[src/rtl/pc_sequencer.sv]
// -----------------------------------------------------------------------------
// pc_sequencer
//
// Front-end program counter sequencer for a pipelined core. It chooses the next
// fetch address from the branch, jump-register and jump redirect requests,
// falling back to PC+4. A redirect requested while fetch cannot advance is
// parked in a pending register and applied on the next advance. A halt freezes
// the sequencer until reset.
//
// Ports
//   CLK        : clock, all state updates on the rising edge
//   RST        : synchronous active-high reset
//   ihit       : fetch of the current PC completes this cycle
//   stall      : hazard unit holds the front end
//   halt       : halt instruction decoded
//   br_taken   : EX-stage branch resolved taken, target on br_target
//   jr_en      : EX-stage jump-register, target on jr_target
//   j_en       : ID-stage J/JAL, target on JumpAddr
//   PC         : current fetch address
//   imemREN    : instruction memory read enable
//   flush_ifid : squash IF/ID (cycle a redirect is applied)
//   flush_idex : squash ID/EX (cycle an EX-class redirect is applied)
//   halted     : sequencer is halted
//   misalign   : sticky, some applied redirect target had bits [1:0] != 0
//   redir_cnt  : saturating count of applied redirects
// -----------------------------------------------------------------------------
module pc_sequencer #(
    parameter logic [31:0] PC_INIT = 32'h0000_0000
) (
    input  logic        CLK,
    input  logic        RST,
    input  logic        ihit,
    input  logic        stall,
    input  logic        halt,
    input  logic        br_taken,
    input  logic [31:0] br_target,
    input  logic        jr_en,
    input  logic [31:0] jr_target,
    input  logic        j_en,
    input  logic [31:0] JumpAddr,
    output logic [31:0] PC,
    output logic        imemREN,
    output logic        flush_ifid,
    output logic        flush_idex,
    output logic        halted,
    output logic        misalign,
    output logic [15:0] redir_cnt
);

    typedef enum logic [1:0] {
        RUN  = 2'b00,
        PEND = 2'b01,
        HALT = 2'b10
    } state_t;

    state_t        state_r;
    logic [31:0]   pc_r;
    logic [31:0]   pend_tgt_r;
    logic          pend_ex_r;
    logic          halted_r;
    logic          misalign_r;
    logic [15:0]   cnt_r;

    logic          adv_s;
    logic          ex_req_s;
    logic          any_req_s;
    logic [31:0]   ex_tgt_s;
    logic [31:0]   req_tgt_s;
    logic          apply_s;
    logic          apply_ex_s;
    logic [31:0]   apply_tgt_s;
    logic          seq_s;

    // Redirect targets are always word aligned when loaded into the PC.
    function automatic logic [31:0] align_tgt(input logic [31:0] tgt);
        return {tgt[31:2], 2'b00};
    endfunction

    function automatic logic is_misaligned(input logic [31:0] tgt);
        return (tgt[1:0] != 2'b00);
    endfunction

    // Request decode, target selection and the "redirect applied this cycle" strobe.
    always_comb begin
        adv_s       = ihit & ~stall & (state_r != HALT);
        ex_req_s    = br_taken | jr_en;
        any_req_s   = ex_req_s | j_en;
        ex_tgt_s    = br_taken ? br_target : jr_target;
        apply_s     = 1'b0;
        apply_ex_s  = 1'b0;
        apply_tgt_s = 32'h0000_0000;
        seq_s       = 1'b0;

        if (ex_req_s) begin
            req_tgt_s = ex_tgt_s;
        end else begin
            req_tgt_s = JumpAddr;
        end

        case (state_r)
            RUN: begin
                // halt outranks every redirect, so nothing is applied on a halt cycle
                apply_s     = adv_s & ~halt & any_req_s;
                apply_ex_s  = ex_req_s;
                apply_tgt_s = req_tgt_s;
                seq_s       = adv_s & ~halt & ~any_req_s;
            end
            PEND: begin
                // live requests are ignored in the cycle the parked one is applied
                apply_s     = adv_s & ~halt;
                apply_ex_s  = pend_ex_r;
                apply_tgt_s = pend_tgt_r;
                seq_s       = 1'b0;
            end
            default: begin
                apply_s     = 1'b0;
                apply_ex_s  = 1'b0;
                apply_tgt_s = 32'h0000_0000;
                seq_s       = 1'b0;
            end
        endcase
    end

    // Output decode; reset masks the flushes and keeps fetch enabled.
    always_comb begin
        flush_ifid = apply_s & ~RST;
        flush_idex = apply_s & apply_ex_s & ~RST;
        imemREN    = RST | (state_r != HALT);
        PC         = pc_r;
        halted     = halted_r;
        misalign   = misalign_r;
        redir_cnt  = cnt_r;
    end

    // Sequencer FSM with PC, pending redirect and status registers.
    always_ff @(posedge CLK) begin
        if (RST) begin
            state_r    <= RUN;
            pc_r       <= PC_INIT;
            pend_tgt_r <= 32'h0000_0000;
            pend_ex_r  <= 1'b0;
            halted_r   <= 1'b0;
            misalign_r <= 1'b0;
            cnt_r      <= 16'h0000;
        end else begin
            if (apply_s) begin
                pc_r <= align_tgt(apply_tgt_s);
                if (is_misaligned(apply_tgt_s)) begin
                    misalign_r <= 1'b1;
                end
                if (cnt_r != 16'hFFFF) begin
                    cnt_r <= cnt_r + 16'd1;
                end
            end else if (seq_s) begin
                pc_r <= pc_r + 32'd4;
            end

            case (state_r)
                RUN: begin
                    if (halt) begin
                        state_r    <= HALT;
                        halted_r   <= 1'b1;
                        pend_tgt_r <= 32'h0000_0000;
                        pend_ex_r  <= 1'b0;
                    end else if (~adv_s & any_req_s) begin
                        pend_tgt_r <= req_tgt_s;
                        pend_ex_r  <= ex_req_s;
                        state_r    <= PEND;
                    end
                end
                PEND: begin
                    if (halt) begin
                        state_r    <= HALT;
                        halted_r   <= 1'b1;
                        pend_tgt_r <= 32'h0000_0000;
                        pend_ex_r  <= 1'b0;
                    end else if (adv_s) begin
                        state_r    <= RUN;
                        pend_tgt_r <= 32'h0000_0000;
                        pend_ex_r  <= 1'b0;
                    end else if (ex_req_s) begin
                        // a newer EX redirect supersedes whatever was parked
                        pend_tgt_r <= ex_tgt_s;
                        pend_ex_r  <= 1'b1;
                    end
                end
                HALT: begin
                    state_r <= HALT;
                end
                default: begin
                    // unreachable encoding: freeze until reset
                    state_r  <= HALT;
                    halted_r <= 1'b1;
                end
            endcase
        end
    end

endmodule

[config.mk]
export PLATFORM = sky130hd
export DESIGN_NAME = pc_sequencer
export DESIGN_NICKNAME = d
export VERILOG_FILES = /design/src/rtl/pc_sequencer.sv
export SDC_FILE = /design/constraint.sdc
export NUM_CORES = 1
export LEC_CHECK = 0
export CAP_MARGIN = 20
export CORE_ASPECT_RATIO = 0.8
export CORE_MARGIN = 1.5
export CORE_UTILIZATION = 44
export DETAILED_ROUTE_END_ITERATION = 6
export PLACE_DENSITY = 0.77
export SLEW_MARGIN = 10
export SYNTH_ARGS = -nofsm -noshare
export SYNTH_HDL_FRONTEND = slang
export SYNTH_SLANG_ARGS = --single-unit
[constraint.sdc]
create_clock -name CLK -period 1.92 [get_ports CLK]
set_input_delay 0.384 -clock CLK [delete_from_list [all_inputs] [get_ports CLK]]
set_output_delay 0.384 -clock CLK [all_outputs]
set_load 0.01 [all_outputs]
==> flow_summary.yaml <==
worst_setup_path:
  r2r_slack_ps: -60
  cpMostUsedCell: "buf_4"
  crit_chain: "dlygate4sd2_1, buf_4, nor4_4, buf_4, buf_4, buf_4, nor4b_4, o211ai_2, or3_1, a21oi_2"
  ff2ff_path_depth: 5
  critical-path-max-stage-delay_ps: 380
  r2r-start: "state_r[1]"
  endpoint_kind: "flip-flop"
  slowest_stage: "nor4b_4"
  cp_max_fo: 5
  worst_r2r_endpoint: "redir_cnt[15]"
  critPathLaunch: "j_en"
  cp.required_ps: 2200
  worst_setup_path_start_kind: "primary input"
  worstSetupPathType: "primary input to flip-flop"
  cp_top_family: "buffers and inverters"
  path_buf_inv: 5
  worstPathArrival_ps: 2260
global_route:
  grt_max_degree: 52
  grt_pass1_vias: 6502
  grt_pass1_wl_um: 34400
  grt-ovfl-total: 0
  antenna_found_initial: 0
  grt_util_all_layers: 0.324
pwr:
  peakVddDrop_mv: 0.447
  swShare: 0.282
  total_power_uw: 4930
  clkPwrFrac: 0.367
  p_comb_frac: 0.250
  p_sw_uw: 1390
  power.density_nw_per_um2: 572
  p_seq_frac: 0.383
  p_leak_uw: 0.00343
  internal_power_uw: 3540
timing:
  relSlewSlack: 0.572
  finalSetupViolCount: 7
  rsz0062_at_grt: "yes"
  tightest_slew_ps: 635
  finalHoldViolations: 0
  skew_ps: 5.05
  fin_ws_ps: -67.4
  fin_crit_sh: 1.04
  drv_slew: 0
  min_period_ps: 1990
  max_freq_mhz: 503
  whs_ps: 457
floorplan:
  initial_core_util: 0.455
  die-height_um: 104
  dieArea_sq_um: 13400
  ioPinCount: 157
  rows: 36
  core_area_sq_um: 12300
  die_w_um: 129
drt:
  vias_per_cell: 6.07
  vias: 6892
  ant_nets: 0
  wl_per_cell_um: 19.5
  dr.pass1.iters: 5
  drc_errors: 0
  dr.first_iter.drc_count: 782
  totalWireLength_um: 22100
logic_synthesis:
  yosysUniqueCellTypes: 69
  syn_area_per_cell_sq_um: 7.70
  synth_edf_count: 0
  async_flop_share: 0
  synth_cells: 727
  synth_top_area_frac: 0.297
  ys_ff_latch: 83
  synth_flop_cell: "dfxtp_1"
  netlist_area_sq_um: 5600
  yosysWarnings: 0
  synth-seq-area-share: 0.297
  netlist.top_cell.by_area: "dfxtp_1"
  synthTopCellsByArea: "dfxtp_1 30%, mux2i_1 7.0%, nor2_1 5.2%"
cts:
  h-tree-depth: 3
  postCtsHoldBufs: 0
  cts_made_buffers: 9
  clk_latency_ps: 340
  clockBufferDepth: 2
  clock_sinks: 83
  cts_tree: "built"
  clock-root-buffer: "clkbuf_16"
  clk_pin_slew_ps: 60
finish:
  final_layout_size_suffix_gt1_frac: 0.215
  layout_commonest_cell: "clkdlybuf4s50_1"
  fin_util: 0.700
  fillers: 972
  final_cell_mix: "144 x clkdlybuf4s50_1, 110 x buf_4, 79 x dfxtp_1, 74 x nor2_1, 60 x nand2_1"
  syn2layout_area_growth_pct: 53.8
  final_area_sq_um: 8610
  diodes: 0
  final_net_count: 1066
  stdcell_count: 1136
run_status:
  violations: "setup timing"
  status: "finished with violations"
placement:
  dp_cells: 1113
  globalplace.congestion: 0.936
  portBuffers: 154
  placed_cell_area_sq_um: 8060
  dp_hpwl_um: 16300
hold_path:
  hp-start: "pend_tgt_r[12]"
  hold_end: "pend_tgt_r[12]"
  hold_path_depth: 2
  holdCritPathClass: "flip-flop to flip-flop"
run:
  maxCapViolCount: 0
Yosys cell counts, drive strengths merged (7+ instances only):
cell type,number
a222oi,10
nand2b,8
nor2,79
clkbuf,36
mux2,19
a211oi,19
and4,7
nand3,24
o21ai,54
buf,22
o211ai,16
or3,8
a21oi,49
xor2,9
nor3,22
dfxtp,83
a31oi,14
nor4,11
inv,22
mux2i,39
and3,9
nand4,14
nand2,61
metrics by stage:
| step | setup slack (ps) | setup TNS [ps] |
|---|---|---|
| 3_3_place_gp | -579 | -30400 |
| 5_1_grt | -102 | -1020 |
| 4_1_cts | -46.5 | -89.4 |
| 6_report | -67.4 | -193 |
| 3_5_place_dp | -607 | -34210 |
| 2_1_floorplan | -45.1 | -45.1 |
cell families after synthesis:
kind of cell / synth area share
and+or+nand+nor: 0.239
AOI/OAI and AO/OA: 0.274
DFF: 0.297
buffers and inverters: 0.0595
muxes: 0.108
xor gates and xnor gates: 0.0172
adders and majority gates: 0.00447
other: 0.000670
final cells by class:
type                            instances  area, sq um  area share
Sequential cell                        83         1670       0.194
Clock buffer                           16          312      0.0362
Timing Repair Buffer                  279         2550       0.297
Multi-Input combinational cell        565         3780       0.439
Inverter                               22         82.6     0.00959
Tap cell                              171          214      0.0249
worst max-delay path by stage:
stage	to	slack, ps	cells after the start
detailed placement	flush_idex	-610	6
CTS	imemREN	-50	4
global route	redir_cnt[15]	-100	10
floorplan	redir_cnt[15]	-50	6
global placement	flush_ifid	-580	6
finish	redir_cnt[15]	-70	10
sequential cells by signal, indices dropped and copies added (netlist names):
signal and flops:
pend_tgt_r 32, PC 30, redir_cnt 16, state_r 2, halted 1, misalign 1, pend_ex_r 1
power by group through the flow:
stage | logic, uW | clock network (uW) | registers [uW]
2_1_floorplan | 551 | 0 | 1920
3_3_place_gp | 1140 | 0 | 1910
3_5_place_dp | 1160 | 0 | 1920
4_1_cts | 1180 | 1810 | 1880
5_1_grt | 1320 | 1880 | 1890
6_report | 1230 | 1810 | 1890
metal layers:
| metal | wire length, um | GRT usage | up-vias |
|---|---|---|---|
| met5 | 0 | 0 | - |
| met4 | 325 | 0.0722 | 0 |
| met3 | 2080 | 0.0679 | 33 |
| met2 | 9950 | 0.499 | 404 |
| met1 | 9790 | 0.462 | 3265 |
| li1 | - | - | 3190 |
what timing repair did:
action | 4_1_cts | 5_1_grt
pin swaps | 6 | 6
resized for setup | 25 | 42
gates cloned | 0 | 1
setup buffers | 3 | 3
setup endpoints to repair | 60 | 54
worst min-delay path: cells and delay by family, from the launching register on:
| kind | cells | cell delay, ps |
|---|---|---|
| flip-flops | 1 | 310 |
| AND/OR/NAND/NOR | 1 | 50 |
| AO/OA/AOI/OAI | 1 | 50 |
Power figures use the tool's default switching activity.
